**config.mk**
```make
export PLATFORM = sky130hd
export DESIGN_NAME = ascon_final_verify
export DESIGN_NICKNAME = d
export VERILOG_FILES = /design/src/rtl/ascon_pack.sv /design/src/rtl/ascon_permutation.sv /design/src/rtl/ascon_final_verify.sv
export SDC_FILE = /design/constraint.sdc
export NUM_CORES = 2
export LEC_CHECK = 0
export ABC_AREA = 0
export CAP_MARGIN = 20
export CORE_MARGIN = 3
export CORE_UTILIZATION = 61
export CTS_CLUSTER_DIAMETER = 100
export DETAILED_ROUTE_END_ITERATION = 10
export GPL_ROUTABILITY_DRIVEN = 0
export PLACE_DENSITY_LB_ADDON = 0.05
export REMOVE_ABC_BUFFERS = 1
export SETUP_SLACK_MARGIN = 0.4
export SLEW_MARGIN = 20
export SYNTH_ARGS = -nofsm -noshare
export SYNTH_HDL_FRONTEND = slang
export SYNTH_SLANG_ARGS = --single-unit
```
**constraint.sdc**
```tcl
create_clock -name clock_i -period 46.3 [get_ports clock_i]
set_clock_uncertainty 0.2 [all_clocks]
set_input_delay 6.945 -clock clock_i [delete_from_list [all_inputs] [get_ports clock_i]]
set_output_delay 6.945 -clock clock_i [all_outputs]
set_load 0.03 [all_outputs]
```
**src/rtl/ascon_pack.sv**
```systemverilog
// Shared ASCON types, the p12 round count and small helpers for the round datapath.
// No logic of its own: no latency and no backpressure.
package ascon_pack;

    // x0 lives at index 0, x4 at index 4
    typedef logic [4:0][63:0] type_state;
    typedef logic [127:0]     type_key;

    localparam int unsigned P12_ROUNDS = 12;

    typedef enum logic [1:0] {
        IDLE  = 2'd0,
        PERM  = 2'd1,
        FINAL = 2'd2
    } fsm_t;

    function automatic logic [63:0] ror64(input logic [63:0] x, input int unsigned n);
        return (x >> n) | (x << (64 - n));
    endfunction

    // p12 round r uses constant 0xf0, 0xe1, ..., 0x4b
    function automatic logic [7:0] round_const(input logic [3:0] r);
        return {4'hf - r, r};
    endfunction

endpackage

```
**src/rtl/ascon_permutation.sv**
```systemverilog
// One ASCON round per enabled cycle: input mux, constant add, S-box layer, linear layer, state register.
// Latency: one cycle per round; no backpressure, the caller owns round sequencing through the enable.
module ascon_permutation
    import ascon_pack::*;
(
    input  logic       clock_i,
    input  logic       resetb_i,
    input  logic       select_i,
    input  logic       en_reg_state_i,
    input  logic [3:0] round_i,
    input  type_state  state_i,
    output type_state  state_o
);

    type_state mux_s;
    type_state add_s;
    type_state next_s;
    type_state reg_s;

    function automatic type_state sub_layer(input type_state s);
        logic [63:0] x0, x1, x2, x3, x4;
        logic [63:0] t0, t1, t2, t3, t4;
        x0 = s[0] ^ s[4];
        x1 = s[1];
        x2 = s[2] ^ s[1];
        x3 = s[3];
        x4 = s[4] ^ s[3];
        t0 = ~x0 & x1;
        t1 = ~x1 & x2;
        t2 = ~x2 & x3;
        t3 = ~x3 & x4;
        t4 = ~x4 & x0;
        x0 = x0 ^ t1;
        x1 = x1 ^ t2;
        x2 = x2 ^ t3;
        x3 = x3 ^ t4;
        x4 = x4 ^ t0;
        x1 = x1 ^ x0;
        x0 = x0 ^ x4;
        x3 = x3 ^ x2;
        x2 = ~x2;
        return {x4, x3, x2, x1, x0};
    endfunction

    function automatic type_state lin_layer(input type_state s);
        type_state d;
        d[0] = s[0] ^ ror64(s[0], 19) ^ ror64(s[0], 28);
        d[1] = s[1] ^ ror64(s[1], 61) ^ ror64(s[1], 39);
        d[2] = s[2] ^ ror64(s[2], 1)  ^ ror64(s[2], 6);
        d[3] = s[3] ^ ror64(s[3], 10) ^ ror64(s[3], 17);
        d[4] = s[4] ^ ror64(s[4], 7)  ^ ror64(s[4], 41);
        return d;
    endfunction

    // select_i=0 loads a fresh state, select_i=1 iterates on the register
    always_comb begin
        mux_s         = select_i ? reg_s : state_i;
        add_s         = mux_s;
        add_s[2][7:0] = mux_s[2][7:0] ^ round_const(round_i);
        next_s        = lin_layer(sub_layer(add_s));
    end

    always_ff @(posedge clock_i or negedge resetb_i) begin
        if (!resetb_i) begin
            reg_s <= '0;
        end else if (en_reg_state_i) begin
            reg_s <= next_s;
        end
    end

    assign state_o = reg_s;

endmodule

```
**src/rtl/ascon_final_verify.sv**
```systemverilog
// ASCON-128 finalization and tag check: key XOR, p12, tag derivation, compare against the received tag.
// Latency: done_o rises 13 edges after start is accepted; start_i is ignored while busy, nothing is queued.
module ascon_final_verify
    import ascon_pack::*;
(
    input  logic      clock_i,
    input  logic      reset_i,
    input  logic      start_i,
    input  type_state state_i,
    input  type_key   key_i,
    input  type_key   tag_i,
    output logic      busy_o,
    output logic      done_o,
    output type_key   tag_o,
    output logic      tag_valid_o
);

    localparam logic [3:0] LAST_ROUND = 4'(P12_ROUNDS - 1);

    fsm_t       fsm_q;
    fsm_t       fsm_d;
    logic [3:0] round_q;
    type_state  keyed_s;
    type_state  in_q;
    type_state  perm_s;
    type_key    tag_s;
    type_key    tag_q;
    logic       tag_valid_q;
    logic       done_q;
    logic       accept;
    logic       perm_sel;
    logic       perm_en;
    logic       finish;
    logic       reset_n;

    assign reset_n = ~reset_i;

    always_ff @(posedge clock_i or posedge reset_i) begin
        if (reset_i) begin
            fsm_q <= IDLE;
        end else begin
            fsm_q <= fsm_d;
        end
    end

    always_comb begin
        fsm_d = fsm_q;
        case (fsm_q)
            IDLE:    if (start_i) fsm_d = PERM;
            PERM:    if (round_q == LAST_ROUND) fsm_d = FINAL;
            FINAL:   fsm_d = IDLE;
            default: fsm_d = IDLE;
        endcase
    end

    always_comb begin
        busy_o   = (fsm_q != IDLE);
        accept   = (fsm_q == IDLE) && start_i;
        perm_en  = (fsm_q == PERM);
        perm_sel = (round_q != 4'd0);
        finish   = (fsm_q == FINAL);
    end

    always_comb begin
        keyed_s    = state_i;
        keyed_s[1] = state_i[1] ^ key_i[127:64];
        keyed_s[2] = state_i[2] ^ key_i[63:0];
    end

    // key_i must stay stable for the whole operation: it is reused when forming the tag
    assign tag_s = {perm_s[3] ^ key_i[127:64], perm_s[4] ^ key_i[63:0]};

    always_ff @(posedge clock_i or posedge reset_i) begin
        if (reset_i) begin
            round_q     <= '0;
            in_q        <= '0;
            tag_q       <= '0;
            tag_valid_q <= 1'b0;
            done_q      <= 1'b0;
        end else begin
            done_q <= 1'b0;
            if (accept) begin
                in_q        <= keyed_s;
                round_q     <= '0;
                tag_valid_q <= 1'b0;
            end else if (perm_en && (round_q != LAST_ROUND)) begin
                round_q <= round_q + 4'd1;
            end
            if (finish) begin
                tag_q       <= tag_s;
                tag_valid_q <= (tag_s == tag_i);
                done_q      <= 1'b1;
            end
        end
    end

    ascon_permutation u_perm (
        .clock_i        (clock_i),
        .resetb_i       (reset_n),
        .select_i       (perm_sel),
        .en_reg_state_i (perm_en),
        .round_i        (round_q),
        .state_i        (in_q),
        .state_o        (perm_s)
    );

    assign done_o      = done_q;
    assign tag_o       = tag_q;
    assign tag_valid_o = tag_valid_q;

endmodule

```
# Word-level counts from Yosys, hierarchy flattened
# Cells that the tools add are included.
word_totals:
  latchBits: 0
  rom_bits: 0
  mem_bits_rw: 0
  n_memories: 0
  register_bits: 776
  elab_cells: 88
classes:
  n_mul: 0
  reduce_logical: 8
  shifts: 0
  n_bitwise: 47
  magnitude_cmp: 0
  n_eq_ne: 7
  div_mod_pow: 0
  add_sub_neg: 2
  mux: 9
ops:
  columns: ["operator", "count"]
  rows:
  - ["bitwise XOR 64 bit", 25]
  - ["inverter 64 bit", 6]
  - ["AND 64 bit", 5]
  - ["two-way mux 320 bit", 1]
  - ["equality test 128 bit", 1]
  - ["bitwise OR 23 x 64 -> 64 bit", 1]
  - ["bitwise OR 25 x 64 -> 64 bit", 1]
  - ["bitwise OR 3 x 64 -> 64 bit", 1]
  - ["bitwise OR 36 x 64 -> 64 bit", 1]
  - ["bitwise OR 45 x 64 -> 64 bit", 1]
  - ["bitwise OR 47 x 64 -> 64 bit", 1]
  - ["bitwise OR 54 x 64 -> 64 bit", 1]
  - ["bitwise OR 57 x 64 -> 64 bit", 1]
  - ["bitwise OR 58 x 64 -> 64 bit", 1]
  - ["bitwise OR 63 x 64 -> 64 bit", 1]
  - ["two-way mux 4 bit", 2]
  - ["bitwise XOR 8 bit", 1]
  - ["nonzero test 2 bit", 3]
  - ["adder 4 x 1 -> 4 bit (second input constant)", 1]
  - ["equality test 4 bit (second input constant)", 1]
  - ["two-way mux 2 bit", 2]
  - ["inequality test 4 bit (second input constant)", 1]
  - ["case mux 2 bit (2 select lines)", 1]
  - ["nonzero test 4 bit", 1]
  - ["9 further kinds", 12]

# Logic depth before layout (Yosys ltp)
depth:
  word_depth: 11
  depth_mapped: 18
  mapped_depth_nobuf: 11

# By module
# From an unflattened synthesis, not the netlist that was laid out.
unflattened:
  hier_cells: 4844
  hier_area_um2: 52241.4
modules_own_cells:
  columns: ["mod", "seq_area_each_um2", "area_each_um2", "instances", "cells_each"]
  rows:
  - ["ascon_permutation", 8007.7, 32247.2, 1, 2725]
  - ["ascon_final_verify", 11410.9, 19994.2, 1, 2119]

# Worst setup path before layout
# Ideal clock, no wire load.
synth_timing:
  kind: "input -> register"
  startpoint: "input port start_i"
  endpoint: "register in_q[192] in the netlist's numbering"
  setup_time_ns: 0.125
  arrival_time_ns: 8.133
  path_slack_ns: 37.843
  path_stages: 5
  n_path_buf: 2
  path_cell_list: "inv_1 nor2_1 clkbuf_1 buf_1 mux2_2"
synth_via:
  elab_chain_len: 1
synth_rtl:
  columns: ["element", "line_no", "rtl"]
  rows:
  - ["from (decl)", "ascon_final_verify.sv:8", "input logic start_i,"]
  - ["logical AND 1 bit", "ascon_final_verify.sv:58", "accept = (fsm_q == IDLE) && start_i;"]
  - ["to (signal assigned)", "ascon_final_verify.sv:83", "in_q <= keyed_s;"]
  - ["to (decl)", "ascon_final_verify.sv:24", "type_state in_q;"]
# No other way between the ends.
# A chain may end at the register's enable or synchronous reset.

# Worst setup path after layout
layout_timing:
  startpoint: "input port start_i"
  endpoint: "register in_q[308] in the netlist's numbering"
# Same word-level chain as after synthesis.

==> run_results.csv <==
group,metric,value,unit
yosys,synth_edf_count,0,
die,die_w,296,um
yosys,synth_cells,5152,
place,place_inst,6784,
yosys,syn_area,51200,um^2
timing,min_period_over_period,21.7,%
run_status,outcome,"complete, no violations",
setup_path,r2r_start,"round_q[0]$_DFFE_PP0P_",
die,placementRows,105,
clocking,clkLatencyLatePin,0.66,ns
clocking,cts_resized,0,
yosys,ys_seq_area_share,37.9,%
hold_path,hp-start,"u_perm.state_o[168]$_DFFE_PP0N_",
timing,final.setup.tns,0,ns
finish,drive_above_1_share,9.33,%
route,drc,0,
setup_path,critPathLaunchType,"input port",
finish,final_area,62100,um^2
timing,timing.fmax,99.6,MHz
setup_path,r2r-end,"u_perm.state_o[232]$_DFFE_PP0N_",
clocking,cts_tree,"yes",
setup_path,rr_worst_depth,12,
timing,rsz0062_at_grt,"false",
clocking,cts_hold_buf,0,
setup_path,required,46.62,ns
setup_path,critPathArrivalTime,10.37,ns
yosys,async_reset_ff_share,100,%
timing,setup_viol,0,
route,dr.pass1.iters,7,
setup_path,critPathCaptureType,"register",
global_route,first_global_vias,41200,
yosys,synth.area.top_cells,"dfrtp_1 (38%), xnor2_1 (19%), xor2_1 (6.9%)",
setup_path,r2r_slack,39.06,ns
yosys,avgSynthCellArea,9.94,um^2
global_route,antenna_found_initial,27,
timing,fin_ws,36.26,ns
route,drt_iter0_drc,5033,
job,maxCapViolations,0,
clocking,root_buffer,"clkbuf_16",
clocking,numClockSinks,776,
finish,layout.cells.non_filler,6948,
place,placed_cell_area,59200,um^2
die,core,82600,um^2
hold_path,whs_endpoint,"u_perm.state_o[168]$_DFFE_PP0N_",
setup_path,worstPathMaxFanout,86,
yosys,ys_warn_count,0,
setup_path,path_class,"input port to register",
yosys,yosysTopAreaCell,"dfrtp_1",
die,io_pins,710,
route,wire_per_inst,28.6,um
finish,nets,6511,
clocking,post_cts_buffers,0,
die,die_y,296,um
route,routed_via_density,6.10,
global_route,grt_pass1_wl,279000,um
die,initial_core_util,62.0,%
timing,hold_violations,0,
hold_path,hold_depth,2,
timing,tightest_slew,1.44,ns
clocking,cts_htree_levels,3,
timing,slew_headroom,3.13,%
global_route,grt_usage,44.5,%
route,drtAntennaViolNets,0,
yosys,yosys_most_used_dff,"dfrtp_1",
clocking,clk_path_buf_depth,3,
route,vias,42400,
clocking,cts.clk_slew.worst_paths,0.06,ns
place,portBuffers,709,
yosys,yosysTopAreaCellShare,37.9,%
yosys,synth-seq-cells,776,
hold_path,hold_path_class,"register to register",
timing,layout_min_cycle_time,10.04,ns
finish,area_growth,21.2,%
route,wl,199000,um
timing,drv_slew,0,
global_route,grt_max_degree,268,
place,hpwlAfterDp,159000,um
yosys,yosysUniqueCellTypes,46,
die,design.die.area,87500,um^2
place,post-place-ws,35.57,ns
clocking,cts_buffers,86,
global_route,overflow,0,
-- metal layers --
layer / vias up / track usage [%] / share of wire, % / routed length (um)
li1: 18500 / - / - / -
met1: 20500 / 54.5 / 36 / 71000
met2: 2600 / 66.5 / 43 / 85000
met3: 763 / 15.7 / 13 / 25900
met4: 26 / 29.5 / 8.4 / 16600
met5: - / 0.813 / 0.14 / 273
-- per-stage QoR --
stage / hold WS, ns / utilization [%]
after global placement: 0.256 / 71.7
after floorplan: 0.244 / -
final: 0.278 / 75.1
after CTS: 0.279 / 75.0
after detailed placement: 0.265 / 71.7
after global routing: 0.302 / 75.1
-- synthesized netlist by cell type (2+ instances only) --
library cell and number:
nor3_1 2, buf_2 14, o21ai_0 531, mux2_4 2, o21ai_1 44, nand2b_1 4, nand2_1 657, xnor2_1 1118
nor4_1 12, and3_1 2, mux2i_4 26, a21oi_1 144, mux2_2 246, a211oi_1 3, nand4_1 22, maj3_1 65
xor2_1 403, mux2i_2 21, clkbuf_1 162, o22ai_1 16, inv_1 70, a22oi_1 5, mux2i_1 212, o2bb2ai_1 5
nand3_1 21, a221oi_1 11, buf_6 24, buf_1 12, nor2_1 217, ha_1 130, nor2b_1 57, xnor2_2 37
xor2_2 4, dfrtp_1 776, o2111ai_1 3, o211ai_1 64
-- worst max-delay path: stages --
cell and delay [ns]:
clkdlybuf4s50_1 0.46, inv_1 0.08, nor2_4 0.11, buf_4 0.53
buf_4 0.82, buf_4 0.81, mux2_2 0.42
-- layout by cell type (no fill, tap or decap), types with 57 or more instances in the layout --
master / netlist / layout
o211ai_1: 64 / 64
inv_1: 70 / 69
maj3_1: 65 / 65
nand2_1: 657 / 657
mux2i_1: 212 / 212
mux2_2: 246 / 246
clkdlybuf4s50_1: 0 / 709
nor2_1: 217 / 216
clkbuf_16: 0 / 87
nor2b_1: 57 / 57
o21ai_0: 531 / 531
xnor2_1: 1118 / 1113
dfrtp_1: 776 / 776
a21oi_1: 144 / 144
buf_4: 0 / 62
xor2_1: 403 / 402
ha_1: 130 / 130
-- worst max-delay path by stage --
stage / from / end / slack, ns / cells past startpoint
after floorplan: reset_i / done_o$_DFF_PP0_ / 17.37 / 1
after global placement: reset_i / in_q[288]$_DFFE_PP0P_ / 35.58 / 5
after detailed placement: reset_i / in_q[288]$_DFFE_PP0P_ / 35.57 / 5
after CTS: reset_i / in_q[49]$_DFFE_PP0P_ / 36.26 / 5
after global routing: reset_i / in_q[37]$_DFFE_PP0P_ / 35.93 / 5
final: start_i / in_q[308]$_DFFE_PP0P_ / 36.26 / 7
-- layout make-up --
type                            instances  area (um^2)
Clock buffer                          120         2460
Fill cell                            6130        20600
Clock inverter                         27          287
Antenna cell                           17         42.5
Sequential cell                       776        19400
Tap cell                             1070         1340
Multi-Input combinational cell       4093        30600
Inverter                               70          270
Timing Repair Buffer                  775         7630
-- cell families (layout without fill, tap and decap cells) --
| family | after synthesis | count (layout) | synth area share, % |
|---|---|---|---|
| buffers and inverters | 283 | 992 | 2.48 |
| XOR/XNOR | 1562 | 1562 | 27.3 |
| adder cells (fa/ha/maj) | 195 | 195 | 4.44 |
| other | 0 | 17 | 0 |
| AND/OR/NAND/NOR | 999 | 999 | 7.89 |
| multiplexers | 507 | 507 | 11.3 |
| AO/OA/AOI/OAI | 830 | 830 | 8.66 |
| flip-flops | 776 | 776 | 37.9 |
-- registers in the layout, summed over array words and instances (netlist names) --
| name | cells |
|---|---|
| in_q | 320 |
| round_q | 4 |
| fsm_q | 2 |
| u_perm.state_o | 320 |
| done_o | 1 |
| tag_valid_o | 1 |
| tag_o | 128 |
Power is left out: the tool's default activity adds up to more than one toggle a clock period on the data nets, which glitch-free logic cannot reach.
